## config.mk

```make
export PLATFORM = sky130hd
export DESIGN_NAME = mem_port_arbiter
export DESIGN_NICKNAME = d
export VERILOG_FILES = /design/src/rtl/mem_port_arbiter.sv
export SDC_FILE = /design/constraint.sdc
export NUM_CORES = 1
export LEC_CHECK = 0
export ABC_AREA = 1
export ABC_CLOCK_PERIOD_IN_PS = 1810
export BUFFER_PORTS_ARGS = -buffer_cell sky130_fd_sc_hd__buf_2
export CAP_MARGIN = 5
export CORE_AREA = 2 2 147 149
export CTS_CLUSTER_DIAMETER = 50
export CTS_CLUSTER_SIZE = 28
export DETAILED_ROUTE_END_ITERATION = 10
export DIE_AREA = 0 0 149 151
export HOLD_SLACK_MARGIN = 0.12
export PLACE_DENSITY = 0.52
export SYNTH_ARGS = -nofsm -noshare
export SYNTH_HDL_FRONTEND = slang
export SYNTH_SLANG_ARGS = --single-unit
```

## constraint.sdc

```tcl
create_clock -name clk -period 1.81 [get_ports clk]
set_input_delay 0.362 -clock clk [delete_from_list [all_inputs] [get_ports clk]]
set_output_delay 0.362 -clock clk [all_outputs]
set_load 0.02 [all_outputs]
```

## src/rtl/mem_port_arbiter.sv

```systemverilog
// Arbitrates a single-port unified memory between instruction fetch and data load/store.
// Define MEM_ARB_FETCH_BUF_EN to add a one-entry fetch buffer that bypasses memory on a repeat fetch.
`ifndef XLEN
`define XLEN 32
`endif
`ifndef INSTR_LEN
`define INSTR_LEN 32
`endif

module mem_port_arbiter #(
    parameter int unsigned STARVE_LIMIT = 4
) (
    input  logic                  clk,
    input  logic                  reset,
    input  logic                  fetch_req,
    input  logic [`XLEN-1:0]      fetch_addr,
    output logic                  fetch_stall,
    output logic [`INSTR_LEN-1:0] instr_out,
    input  logic                  data_re,
    input  logic                  data_we,
    input  logic [`XLEN-1:0]      data_addr,
    input  logic [`XLEN-1:0]      data_wdata,
    output logic                  data_stall,
    output logic [`XLEN-1:0]      read_data_out,
    output logic                  mem_req,
    output logic                  mem_we,
    output logic [`XLEN-1:0]      mem_addr,
    output logic [`XLEN-1:0]      mem_wdata,
    input  logic                  mem_ack,
    input  logic [`XLEN-1:0]      mem_rdata
);

    localparam logic [3:0] LIMIT = 4'(STARVE_LIMIT);

    typedef enum logic [2:0] {IDLE, BUSY_F, BUSY_D, RESP_F, RESP_D} state_t;

    state_t     state, state_nxt;
    logic [3:0] starve_cnt;
    logic       data_pend;
    logic       grant_f;
    logic       grant_d;
    logic       fetch_hit;

`ifdef MEM_ARB_FETCH_BUF_EN
    logic                  buf_valid;
    logic [`XLEN-1:0]      buf_tag;
    logic [`INSTR_LEN-1:0] buf_data;

    assign fetch_hit = buf_valid && (fetch_addr == buf_tag);
`else
    assign fetch_hit = 1'b0;
`endif

    assign data_pend   = data_re | data_we;
    assign fetch_stall = fetch_req & (state != RESP_F);
    assign data_stall  = data_pend & (state != RESP_D);

    always_ff @(posedge clk or negedge reset) begin
        if (!reset) state <= IDLE;
        else        state <= state_nxt;
    end

    // Data wins ties unless fetch has been passed over LIMIT times in a row.
    always_comb begin
        state_nxt = state;
        grant_f   = 1'b0;
        grant_d   = 1'b0;
        case (state)
            IDLE: begin
                if (data_pend && !(fetch_req && starve_cnt == LIMIT)) begin
                    grant_d   = 1'b1;
                    state_nxt = BUSY_D;
                end else if (fetch_req) begin
                    grant_f   = 1'b1;
                    state_nxt = fetch_hit ? RESP_F : BUSY_F;
                end
            end
            BUSY_F:  if (mem_ack) state_nxt = RESP_F;
            BUSY_D:  if (mem_ack) state_nxt = RESP_D;
            default: state_nxt = IDLE;
        endcase
    end

    always_ff @(posedge clk or negedge reset) begin
        if (!reset) begin
            mem_req       <= 1'b0;
            mem_we        <= 1'b0;
            mem_addr      <= '0;
            mem_wdata     <= '0;
            instr_out     <= '0;
            read_data_out <= '0;
            starve_cnt    <= '0;
        end else begin
            if (grant_d) begin
                mem_req  <= 1'b1;
                mem_we   <= data_we;
                mem_addr <= data_addr;
                if (data_we) mem_wdata <= data_wdata;
                if (fetch_req && starve_cnt < LIMIT) starve_cnt <= starve_cnt + 4'd1;
            end else if (grant_f) begin
                starve_cnt <= '0;
                if (!fetch_hit) begin
                    mem_req  <= 1'b1;
                    mem_we   <= 1'b0;
                    mem_addr <= fetch_addr;
                end
`ifdef MEM_ARB_FETCH_BUF_EN
                else begin
                    instr_out <= buf_data;
                end
`endif
            end
            if (state == BUSY_F && mem_ack) begin
                mem_req   <= 1'b0;
                instr_out <= mem_rdata[`INSTR_LEN-1:0];
            end
            if (state == BUSY_D && mem_ack) begin
                mem_req       <= 1'b0;
                read_data_out <= mem_rdata;
            end
        end
    end

`ifdef MEM_ARB_FETCH_BUF_EN
    // Any store may alias the buffered instruction, so it is dropped on every write grant.
    always_ff @(posedge clk or negedge reset) begin
        if (!reset) begin
            buf_valid <= 1'b0;
            buf_tag   <= '0;
            buf_data  <= '0;
        end else if (state == BUSY_F && mem_ack) begin
            buf_valid <= 1'b1;
            buf_tag   <= mem_addr;
            buf_data  <= mem_rdata[`INSTR_LEN-1:0];
        end else if (grant_d && data_we) begin
            buf_valid <= 1'b0;
        end
    end
`endif

endmodule

```

# --- Word level (Yosys, flattened, before mapping) ---
# Cells that the tools add are included.
word_totals:
  elab_cells: 55
  output_inout_bits: 132
  inputBits: 134
  register_bits: 137
classes:
  bitwise: 3
  muxes: 21
  eq_ne: 9
  reduce_logical: 12
  magnitude_cmp: 1
  add_sub_neg: 1
op_table:
  columns: ["op", "count"]
  rows:
  - ["32-bit two-way mux", 2]
  - ["3-bit two-way mux", 4]
  - ["4-bit two-way mux", 3]
  - ["1-bit two-way mux", 11]
  - ["3-bit one-hot mux with 3 select lines", 1]
  - ["3-bit inequality test, second input constant", 2]
  - ["1-bit logical AND", 5]
  - ["4-bit by 1-bit adder with 4-bit output, second input constant", 1]
  - ["4-bit by 3-bit equality test with 1-bit output, second input constant", 1]
  - ["4-bit by 3-bit less-than comparator with 1-bit output, second input constant", 1]
  - ["2-bit inequality test, second input constant", 2]
  - ["2-bit AND reduction", 2]
  - ["4-bit nonzero test", 1]
  - ["3-bit by 1-bit equality test with 1-bit output, second input constant", 1]
  - ["3-bit by 2-bit equality test with 1-bit output, second input constant", 1]
  - ["3-bit logical NOT", 1]
  - ["3-bit by 2-bit inequality test with 1-bit output, second input constant", 1]
  - ["3-bit AND reduction", 1]
  - ["1-bit bitwise AND", 2]
  - ["2-bit by 1-bit inequality test with 1-bit output, second input constant", 1]
  - ["2-bit nonzero test", 1]
  - ["1-bit logical NOT", 1]
  - ["1-bit OR", 1]

# --- Longest topological paths before layout ---
depth:
  ltp_word: 10
  depth_mapped: 10
  ltp_nobuf: 9

# --- Worst setup path after synthesis ---
# OpenSTA, ideal clock, no wires.
synth_path:
  path_type: "register to register"
  from: "reg starve_cnt[0]"
  to: "reg mem_wdata[24]"
  n_path_buf: 2
  setup_slack_ns: 0.333
  arrival_ns: 1.355
  required_ns: 1.688
  synth_period_minus_slack_ns: 1.477
  setup_ns: 0.122
  path_stages_with_launch: 11
  path_cell_list: "dfrtp_1 inv_1 ha_1 nand2_1 nor2_4 nor2_8 nand3_4 buf_6 buf_8 nand2_2 o21ai_2"
synth_via:
  elab_chain_cells: 7
synth_rtl:
  columns: ["item", "line", "rtl"]
  rows:
  - ["start, declared", "38", "logic [3:0] starve_cnt;"]
  - ["start signal, assigned", "99", "if (fetch_req && starve_cnt < LIMIT) starve_cnt <= starve_cnt + 4'd1;"]
  - ["4-bit by 3-bit equality test with 1-bit output", "70", "if (data_pend && !(fetch_req && starve_cnt == LIMIT)) begin"]
  - ["1-bit logical AND", "70", null]
  - ["1-bit logical NOT", "70", null]
  - ["1-bit logical AND", "70", null]
  - ["1-bit two-way mux", "70", null]
  - ["1-bit two-way mux", "68", "case (state)"]
  - ["2-bit AND reduction (no line)", null, null]
  - ["end signal, assigned", "98", "if (data_we) mem_wdata <= data_wdata;"]
  - ["end, declared", "28", "output logic [`XLEN-1:0] mem_wdata,"]
# Every way passes these cells.
# A chain may end at the register's enable or synchronous reset.

# --- Worst setup path after layout ---
layout_path:
  from: "reg state[1]"
  to: "reg starve_cnt[1]"
layout_via:
  elab_chain_cells: 4
layout_rtl:
  columns: ["item", "line", "rtl"]
  rows:
  - ["start, declared", "37", "state_t state, state_nxt;"]
  - ["start signal, assigned", "60", "else state <= state_nxt;"]
  - ["3-bit logical NOT (*)", "68", null]
  - ["1-bit two-way mux", "68", null]
  - ["2-bit by 1-bit inequality test with 1-bit output (no line) / 2-bit nonzero test (equally long branches)", null, null]
  - ["2-bit AND reduction (no line)", null, null]
# Every way passes the cells marked *; elsewhere a longest branch is shown, timed or not.

==> impl_metrics.toml <==
[yosys]
synth.yosys.seq_area_share_pct = 55.8
synth_cells = 720
syn_avg_cell_area_um2 = 8.54
synth_top_area_cell = "dfrtp_1"
synth.top_cell.area_share_pct = 55.8
synthDistinctLibCells = 28
ys_warn_count = 0
synth_area_mm2 = 0.00615
ys_ff_latch = 137
syn_nets = 856
yosys-top-cells-area = "dfrtp_1 (56%), nand2_1 (13%), inv_1 (8.4%)"

[timing]
slew_viol_final = 0
rsz0062_at_grt = "no"
fin_crit_sh_pct = 89.3
fmax_mhz = 619
finalSetupTns_ps = 0
max-slew-margin-rel_pct = 73.7
finalWorstSetupSlack_ps = 194
finalCriticalPeriod_ps = 1620
fin_skew_ps = 11.8
finalSetupViolCount = 0
tightest_slew_ps = 394
hold_viol = 0

[critical_path]
cp_cell_sequence = "nor2_1 > nand2_1 > inv_4 > buf_12 > nand2_4 > buf_12 > nor2_1 > nand2_1 > nand2_1"
rrSetupSlack_ps = 190
reg2regPathDepth = 9
arrival_ps = 1960
criticalPathCategory = "flip-flop to flip-flop"
crit_path_max_fanout = 27
r2r_end = "starve_cnt[1]"
cpMostUsedCell = "nand2_1"
max_stage_delay_ps = 400
critPathRequiredTime_ps = 2150
regToRegStartpoint = "state[1]"
end_kind = "flip-flop"
cp-start-kind = "flip-flop"
slowest_stage = "dfrtp_1"

[power]
power_density_mw_per_mm2 = 1870
p_switching_mw = 6.62
leakagePower_nw = 4.96
p_sw_share_pct = 41.6
ir_worst_vdd_uv = 738
share_comb_of_total_power_pct = 43.6
internal_power_mw = 9.29
clock_power_share_pct = 23.4
power.total_mw = 15.9
seq_power_share_pct = 33.0

[clock_network]
cts_tree = "done"
cts_max_level = 4
cts.sinks = 137
clockBufferDepth = 2
post_cts_buffers = 0
root_buffer = "clkbuf_16"
clk_latency_ps = 410
clk_pin_slew_ps = 60
numCtsBuffers = 17

[finish]
nNetsFinal = 1120
final_cell_mix = "buf_2 (264), nand2_1 (203), inv_1 (138)"
syn2layout_area_growth_pct = 38.1
drive_gt1_share_pct = 36.2
final_common_cell = "buf_2"
fin_util_pct = 40.8

[routing]
via_count = 5361
drc = 0
met1Wirelength_um = 7240
drtIter0Drc = 230
wl_met2_um = 7690
vias_per_cell = 4.21
detail-route-antenna-nets = 0
wl_um = 16400
routed.top_layer = "met5"
dr_wl_met3_um = 1340
dr.pass1.iters = 6
wire_per_inst_um = 12.9

[hold_path]
min_to = "mem_wdata[22]"
hold_depth = 3
min-delay-path-class = "input port to flip-flop"
hp-start = "data_wdata[22]"

[grt]
gr-total-overflow = 0
grt_max_degree = 67
grtUsageTotal_pct = 14.8
grt_pass1_vias = 5196
grt_pass1_wl_um = 26200
antenna_found_initial = 2

[floorplanning]
core_area_mm2 = 0.0208
die_h_um = 151
dieArea_mm2 = 0.0225
start_util_pct = 29.5
io_pins = 266
row_count = 53
die_w_um = 149

[place]
portBuffers = 265
place.gp.congestion = 0.766
hpwl_um = 11600
pre_cts_ws_ps = 97.0

[outcome]
outcome = "finished clean"

[run]
cap_violations = 0
==> worst max-delay path by stage <==
stage / startpoint / to / slack (ps) / depth (start not counted)
5_1_grt: state[1] / mem_addr[30] / 10 / 9
2_1_floorplan: starve_cnt[0] / mem_wdata[24] / 330 / 10
3_3_place_gp: state[1] / mem_addr[2] / 130 / 7
6_report: state[1] / starve_cnt[1] / 190 / 9
4_1_cts: state[1] / mem_addr[23] / 100 / 7
3_5_place_dp: state[1] / mem_addr[1] / 100 / 7
==> synth_stat cells <==
cell / n
nand3_4: 1
dfrtp_1: 137
inv_4: 1
nor2_8: 1
a21oi_1: 1
nand2_4: 1
nor2_1: 10
o21ai_1: 2
o21ai_2: 30
buf_8: 1
nand2_2: 8
o21ai_0: 66
clkbuf_2: 1
nor2_4: 2
nand3_1: 71
buf_4: 6
clkbuf_1: 9
buf_2: 14
a31oi_1: 1
o21ai_4: 1
ha_1: 2
buf_6: 5
inv_1: 138
nor3_1: 1
xnor2_1: 1
nand2_1: 206
inv_2: 2
nand4_1: 1
==> kinds of logic (layout without fill, tap and decap cells) <==
kind of cell | count (synthesis) | count (layout) | share of synthesized area [%]
fa+ha+maj | 2 | 2 | 0.407
compound gates | 101 | 101 | 10.3
other cells | 0 | 1 | 0
flops | 137 | 137 | 55.8
simple gates | 302 | 302 | 21.1
buf+inv | 177 | 454 | 12.3
xor+xnor | 1 | 1 | 0.142
==> layer usage <==
layer	up-vias	track usage, %
met5	-	0
met4	2	3.33
met3	11	5.78
met2	172	23.9
met1	2456	18.9
li1	2720	-
==> worst max-delay path: cells and delay by family, from the launching register on <==
family,cells,cell delay (ps)
simple gates,6,600
buf+inv,3,550
flops,1,400
==> flip-flops by register name, indices dropped and copies added (netlist names) <==
register       flops
instr_out         32
mem_addr          32
mem_wdata         32
read_data_out     32
starve_cnt         4
state              3
mem_req            1
mem_we             1
==> power groups by stage <==
stage                     Sequential, mW  Combinational [mW]  Clock [mW]
after floorplan                     6.96                2.88           0
after global placement              5.27                7.01           0
after detailed placement            5.28                7.07           0
after CTS                           5.27                7.06        3.84
after global routing                5.45                7.74        3.98
final                               5.25                6.93        3.72
==> stage by stage <==
step	instances	hold slack, ps	cell area, um^2
after floorplan	720	66.4	6150
after global placement	1239	280	7830
after detailed placement	1239	275	7830
after CTS	1272	162	8480
after global routing	1272	174	8490
final	1273	181	8490
==> area by class of cell <==
| class | instances | area (um^2) |
|---|---|---|
| fill | 2198 | 12300 |
| clock inverter | 11 | 169 |
| timing repair buffer | 281 | 1570 |
| multi-input combinational | 406 | 1970 |
| sequential | 137 | 3430 |
| inverter | 141 | 534 |
| tap | 275 | 344 |
| clock buffer | 21 | 470 |
| antenna | 1 | 2.50 |
==> repair_timing <==
item,CTS,global route
gates resized for setup,0,4
endpoints found under the setup margin,0,33
hold endpoints to repair,28,0
hold buffers,1,0
Power figures use the tool's default switching activity.
